**config.mk**
```make
export PLATFORM = sky130hd
export DESIGN_NAME = input_capture
export DESIGN_NICKNAME = d
export VERILOG_FILES = /design/src/rtl/input_capture.sv
export SDC_FILE = /design/constraint.sdc
export NUM_CORES = 1
export LEC_CHECK = 0
export BUFFER_PORTS_ARGS = -buffer_cell sky130_fd_sc_hd__buf_2
export CORE_UTILIZATION = 55
export CTS_CLUSTER_SIZE = 20
export DETAILED_ROUTE_END_ITERATION = 7
export PLACE_DENSITY = 0.76
export SLEW_MARGIN = 20
export SYNTH_ARGS = -nofsm -noshare
export SYNTH_HDL_FRONTEND = slang
export SYNTH_SLANG_ARGS = --single-unit
```
**constraint.sdc**
```tcl
create_clock -name clk -period 2.7 [get_ports clk]
set_clock_uncertainty 0.1 [all_clocks]
set_input_delay 0 -clock clk [delete_from_list [all_inputs] [get_ports clk]]
set_output_delay 0 -clock clk [all_outputs]
set_load 0.1 [all_outputs]
```
**src/rtl/input_capture.sv**
```systemverilog
// Debounced switch/button capture for a small register-file front panel.
// Raw switches and buttons are double-synchronized, then one FSM debounces
// a single button at a time, applies its action once, and waits for a clean
// release before accepting the next press.
module input_capture #(
  parameter int DEB_CYCLES = 50000
) (
  input  logic       clk,
  input  logic       rst,
  input  logic [3:0] sw_data,
  input  logic [2:0] sw_addr,
  input  logic       btn_wr,
  input  logic       btn_ra,
  input  logic       btn_rb,
  output logic [2:0] addrW,
  output logic [3:0] datW,
  output logic       regwrite,
  output logic [2:0] addRa,
  output logic [2:0] addRb,
  output logic       led
);

  // Terminal count for both the press and release windows.
  localparam logic [15:0] DEB_LAST = 16'(DEB_CYCLES - 1);

  typedef enum logic [1:0] {IDLE, DEBOUNCE, ACT, RELEASE} state_t;
  typedef enum logic [1:0] {BTN_WR, BTN_RA, BTN_RB} btn_t;

  logic [9:0]  raw;
  logic [9:0]  s1_q, s2_q;
  logic [3:0]  data_s;
  logic [2:0]  addr_s;
  logic        wr_s, ra_s, rb_s, any_s;
  logic        held;
  state_t      state_q;
  btn_t        btn_q;
  logic [15:0] cnt_q;

  assign raw = {sw_data, sw_addr, btn_wr, btn_ra, btn_rb};

  // Two-flop synchronizer on every raw input.
  always_ff @(posedge clk or negedge rst) begin
    if (!rst) begin
      s1_q <= '0;
      s2_q <= '0;
    end else begin
      s1_q <= raw;
      s2_q <= s1_q;
    end
  end

  assign {data_s, addr_s, wr_s, ra_s, rb_s} = s2_q;
  assign any_s = wr_s | ra_s | rb_s;

  // Level of whichever button was latched on entry to DEBOUNCE.
  always_comb begin
    held = 1'b0;
    case (btn_q)
      BTN_WR:  held = wr_s;
      BTN_RA:  held = ra_s;
      BTN_RB:  held = rb_s;
      default: held = 1'b0;
    endcase
  end

  // Debounce FSM; the action is registered on the edge that enters ACT,
  // so the outputs change exactly when the ACT cycle begins.
  always_ff @(posedge clk or negedge rst) begin
    if (!rst) begin
      state_q  <= IDLE;
      btn_q    <= BTN_WR;
      cnt_q    <= '0;
      addrW    <= '0;
      datW     <= '0;
      regwrite <= 1'b0;
      addRa    <= '0;
      addRb    <= '0;
      led      <= 1'b0;
    end else begin
      regwrite <= 1'b0;
      case (state_q)
        IDLE: begin
          cnt_q <= '0;
          if (any_s) begin
            if (wr_s)      btn_q <= BTN_WR;
            else if (ra_s) btn_q <= BTN_RA;
            else           btn_q <= BTN_RB;
            state_q <= DEBOUNCE;
          end
        end
        DEBOUNCE: begin
          if (!held) begin
            state_q <= IDLE;
          end else if (cnt_q == DEB_LAST) begin
            state_q <= ACT;
            led     <= ~led;
            case (btn_q)
              BTN_WR: begin
                addrW    <= addr_s;
                datW     <= data_s;
                regwrite <= 1'b1;
              end
              BTN_RA:  addRa <= addr_s;
              default: addRb <= addr_s;
            endcase
          end else begin
            cnt_q <= cnt_q + 16'd1;
          end
        end
        ACT: begin
          cnt_q   <= '0;
          state_q <= RELEASE;
        end
        RELEASE: begin
          // Any button activity restarts the quiet window.
          if (any_s)                 cnt_q <= '0;
          else if (cnt_q == DEB_LAST) state_q <= IDLE;
          else                       cnt_q <= cnt_q + 16'd1;
        end
        default: state_q <= IDLE;
      endcase
    end
  end

endmodule
```
==> flow_summary.html <==
<table>
<tr><th>Metric</th><th>Value</th></tr>
<tr><th colspan="2">Status</th></tr>
<tr><td>Result of the run</td><td>complete, no violations</td></tr>
<tr><th colspan="2">Die</th></tr>
<tr><td>Floorplan row count</td><td>23</td></tr>
<tr><td>Ports</td><td>27</td></tr>
<tr><td>Starting utilization of the core area</td><td>0.575</td></tr>
<tr><td>Placeable core area</td><td>0.00403 sq mm</td></tr>
<tr><td>Die Y-Extent</td><td>66.9 microns</td></tr>
<tr><td>Floorplan die area</td><td>0.00448 sq mm</td></tr>
<tr><td>Horiz. Die Dim</td><td>66.9 microns</td></tr>
<tr><th colspan="2">Timing</th></tr>
<tr><td>Worst hold margin</td><td>~150 ps</td></tr>
<tr><td>Final critical-path required period</td><td>2190 ps</td></tr>
<tr><td>Aggregate negative setup slack</td><td>0 ps</td></tr>
<tr><td>Achievable Freq</td><td>~460 MHz</td></tr>
<tr><td>Transition time at the pin with the least slew margin</td><td>703 ps</td></tr>
<tr><td>Endpoints failing hold</td><td>0</td></tr>
<tr><td>RSZ-0062 raised after global routing</td><td>no</td></tr>
<tr><td>Final worst-path cycle share</td><td>0.810</td></tr>
<tr><td>Relative slew margins</td><td>0.530</td></tr>
<tr><td>Max-slew violation total from the final report</td><td>0</td></tr>
<tr><td>Final worst setup slack</td><td>between 500 and 600 ps</td></tr>
<tr><td>Final setup violation count</td><td>0</td></tr>
<tr><th colspan="2">Synthesis</th></tr>
<tr><td>Post-synthesis instance total</td><td>roughly 190</td></tr>
<tr><td>Top cell type's share of synthesized area</td><td>0.594</td></tr>
<tr><td>EDFF count, synth</td><td>0</td></tr>
<tr><td>Number of library cell types mapped by synthesis</td><td>between 40 and 50</td></tr>
<tr><td>Sequential fraction of the synthesis area</td><td>0.594</td></tr>
<tr><td>Post-synthesis instance area</td><td>0.00232 sq mm</td></tr>
<tr><td>Post-synthesis cell type with the largest combined area</td><td>sky130_fd_sc_hd__dfrtp_1</td></tr>
<tr><td>Average cell area after synthesis</td><td>between 10 and 15 sq um</td></tr>
<tr><td>Number of nets in the synthesized netlist</td><td>between 200 and 250</td></tr>
<tr><td>Yosys Warn Count</td><td>0</td></tr>
<tr><td>Dominant cells by area after synthesis</td><td>sky130_fd_sc_hd__dfrtp_1 59%, sky130_fd_sc_hd__mux2_2 6.3%, sky130_fd_sc_hd__a21oi_1 2.4%, sky130_fd_sc_hd__o31ai_1 2.3%, sky130_fd_sc_hd__or4_1 2.3%</td></tr>
<tr><td>Flop and latch count out of synthesis</td><td>55</td></tr>
<tr><td>Most used DFF post-synth</td><td>sky130_fd_sc_hd__dfrtp_1</td></tr>
<tr><td>Async SR Flop Fraction</td><td>1.00</td></tr>
<tr><th colspan="2">Worst setup path</th></tr>
<tr><td>Start-to-end type of the worst setup path</td><td>flop to flop</td></tr>
<tr><td>Flop2flop setup slack</td><td>approximately 500 ps</td></tr>
<tr><td>Category of the worst setup path capture point</td><td>flop</td></tr>
<tr><td>Required time of the critical path</td><td>between 2000 and 3000 ps</td></tr>
<tr><td>Path depth of the worst reg2reg path</td><td>4</td></tr>
<tr><td>Slowest cell delay on critical path</td><td>630 ps</td></tr>
<tr><td>Worst Path Arrival</td><td>~2300 ps</td></tr>
<tr><td>Critical path's slowest cell</td><td>sky130_fd_sc_hd__and4_1</td></tr>
<tr><td>Cell chain of the critical path</td><td>nor4b_1 &gt; and4_1 &gt; nand2_1 &gt; xnor2_1</td></tr>
<tr><td>Startpoint kind of the worst setup timing path</td><td>flop</td></tr>
<tr><td>Terminus of the critical flop-to-flop path</td><td>led$_DFFE_PN0P_</td></tr>
<tr><td>Max FO, Critical Path</td><td>18</td></tr>
<tr><td>R2r startpoint</td><td>cnt_q[10]$_DFFE_PN0P_</td></tr>
<tr><th colspan="2">Flow run</th></tr>
<tr><td>Maximum capacitance violations</td><td>0</td></tr>
<tr><th colspan="2">Routing</th></tr>
<tr><td>Via count normalized by instance count</td><td>between 5 and 6</td></tr>
<tr><td>First-pass DRT Iterations</td><td>4</td></tr>
<tr><td>Detailed-route wire length</td><td>between 4 and 5 mm</td></tr>
<tr><td>Routed via count</td><td>~1700</td></tr>
<tr><td>Remaining DRCs</td><td>0</td></tr>
<tr><td>DR iter-0 viols</td><td>about 140</td></tr>
<tr><td>Antenna Violating Nets Remaining</td><td>0</td></tr>
<tr><td>Wire length per cell</td><td>around 16 microns</td></tr>
<tr><th colspan="2">Clock network</th></tr>
<tr><td>CTS Root Cell</td><td>sky130_fd_sc_hd__clkbuf_8</td></tr>
<tr><td>Total clock sinks</td><td>55</td></tr>
<tr><td>CTS Hold Buffers Added</td><td>11</td></tr>
<tr><td>Worst skew pair latency</td><td>~310 ps</td></tr>
<tr><td>Number of gates given a new drive strength after cts</td><td>0</td></tr>
<tr><td>Clock buffer depth</td><td>2</td></tr>
<tr><td>TritonCTS clock tree</td><td>yes</td></tr>
<tr><td>Clk slew on worst S/H paths</td><td>~100 ps</td></tr>
<tr><td>TritonCTS Buffers</td><td>5</td></tr>
<tr><td>Post-CTS setup repair buffer count</td><td>0</td></tr>
<tr><td>Number of H-tree levels</td><td>2</td></tr>
<tr><th colspan="2">Place</th></tr>
<tr><td>Placement-stage cell area</td><td>roughly 0.0025 sq mm</td></tr>
<tr><td>Port Buf Inserts</td><td>26</td></tr>
<tr><td>Pre-CTS worst setup slack</td><td>583 ps</td></tr>
<tr><td>Detailed placement HPWL</td><td>approximately 3.0 mm</td></tr>
<tr><td>Final GP Congestion</td><td>between 0.8 and 0.9</td></tr>
<tr><th colspan="2">GRT</th></tr>
<tr><td>Combined global-route utilization of all metal layers</td><td>0.227</td></tr>
<tr><td>Total gr overflow</td><td>0</td></tr>
<tr><td>Initial antenna violation count</td><td>0</td></tr>
<tr><td>Maximum number of pins on one net before global-route repair</td><td>32</td></tr>
<tr><td>Number of global-route vias before repair</td><td>~1600</td></tr>
<tr><td>First-pass GRT wire length</td><td>between 7 and 8 mm</td></tr>
<tr><th colspan="2">Final layout</th></tr>
<tr><td>Layout Nets</td><td>240</td></tr>
<tr><td>Antenna diode count</td><td>0</td></tr>
<tr><td>Combined area of the multi-input logic cells</td><td>between 800 and 900 sq um</td></tr>
<tr><td>Total of fill cells in the finished design</td><td>304</td></tr>
<tr><td>Reg area</td><td>~0.0014 sq mm</td></tr>
<tr><td>Layout Cell Area excl Fill</td><td>0.00268 sq mm</td></tr>
<tr><td>Layout-stage area growth over the synthesis result</td><td>15.8%</td></tr>
<tr><td>Share of post-route cells with drive strength above 1</td><td>0.224</td></tr>
<tr><th colspan="2">Min path</th></tr>
<tr><td>Type of the worst min-delay path</td><td>primary input to asynchronous set/reset pin</td></tr>
<tr><th colspan="2">Power</th></tr>
<tr><td>Power density over the cells</td><td>664 mW/mm^2</td></tr>
<tr><td>Worst-case vdd ir drop</td><td>0.603 mV</td></tr>
<tr><td>Leak pwr</td><td>1.23 nW</td></tr>
</table>
==> metal layers <==
metal	up-vias	part of all wire	track usage
li1	790	-	-
met1	816	0.43	0.274
met2	50	0.50	0.379
met3	8	0.048	0.0582
met4	0	0.023	0.101
met5	-	0	0
==> area by class of cell <==
cell class,instances,share of cell area
flip-flops and latches,55,0.513
clock inverters,3,0.0103
multi-input cells,124,0.331
inverters,3,0.00420
repair buffers,38,0.0924
well taps,50,0.0233
clock buffers,5,0.0257
==> placed cells by master (no fill, tap or decap), types with 5 or more instances in the layout <==
cell / instances
sky130_fd_sc_hd__a21oi_1: 11
sky130_fd_sc_hd__buf_2: 26
sky130_fd_sc_hd__clkbuf_8: 5
sky130_fd_sc_hd__dfrtp_1: 55
sky130_fd_sc_hd__dlygate4sd3_1: 11
sky130_fd_sc_hd__mux2_2: 13
sky130_fd_sc_hd__mux2i_1: 5
sky130_fd_sc_hd__nand2_1: 10
sky130_fd_sc_hd__nand2b_1: 6
sky130_fd_sc_hd__nand3_1: 7
sky130_fd_sc_hd__nand4_1: 5
sky130_fd_sc_hd__nor2_1: 5
sky130_fd_sc_hd__o21ai_0: 7
sky130_fd_sc_hd__o31ai_1: 7
sky130_fd_sc_hd__or4_1: 7
==> cell usage after synthesis (5+ instances only) <==
cell type	instances
sky130_fd_sc_hd__a21oi_1	11
sky130_fd_sc_hd__or4_1	7
sky130_fd_sc_hd__mux2i_1	5
sky130_fd_sc_hd__nand2b_1	6
sky130_fd_sc_hd__nor2_1	5
sky130_fd_sc_hd__mux2_2	13
sky130_fd_sc_hd__nand3_1	7
sky130_fd_sc_hd__nand4_1	5
sky130_fd_sc_hd__dfrtp_1	55
sky130_fd_sc_hd__o21ai_0	7
sky130_fd_sc_hd__o31ai_1	7
sky130_fd_sc_hd__nand2_1	10
==> power breakdown <==
part	total (mW)	switching, mW	internal (mW)
registers	0.945	0.0686	0.876
logic	0.368	0.235	0.134
clock network	0.467	0.274	0.192
total	1.78	0.577	1.20
==> per-stage QoR <==
stage	power, mW	util	std cells
floorplan	1.24	-	189
global placement	1.28	0.615	259
detailed placement	1.31	0.615	259
CTS	1.79	0.666	278
global route	1.87	0.666	278
finish	1.78	0.666	278
==> worst max path at each step <==
stage | slack (ps) | startpoint | end
floorplan | 760 | cnt_q[0]$_DFFE_PN0P_ | cnt_q[9]$_DFFE_PN0P_
global placement | 690 | cnt_q[0]$_DFFE_PN0P_ | cnt_q[13]$_DFFE_PN0P_
detailed placement | 580 | cnt_q[12]$_DFFE_PN0P_ | cnt_q[4]$_DFFE_PN0P_
CTS | 570 | cnt_q[12]$_DFFE_PN0P_ | cnt_q[4]$_DFFE_PN0P_
global route | 360 | cnt_q[12]$_DFFE_PN0P_ | led$_DFFE_PN0P_
finish | 510 | cnt_q[10]$_DFFE_PN0P_ | led$_DFFE_PN0P_
==> state kept, by name, indices dropped and copies added, names as in the netlist, named ones only <==
signal,flops
btn_q,2
cnt_q,16
led,1
regwrite,1
state_q,1
s1_q,10
s2_q,10
addRb,3
datW,4
addRa,3
addrW,3
==> worst max-delay path: cells and delay by family (launching register included) <==
family        cells  cell delay, ps
xor+xnor          1             180
flops             1             440
simple gates      3            1360
==> logic make-up after synthesis <==
kind of cell | Yosys count | share of synthesized area
buf+inv | 10 | 0.0227
mux | 18 | 0.0848
fa+ha+maj | 1 | 0.00540
flops | 55 | 0.594
xor+xnor | 1 | 0.00378
simple gates | 69 | 0.187
compound gates | 35 | 0.102
No activity file was read; power rests on OpenSTA's default activity.
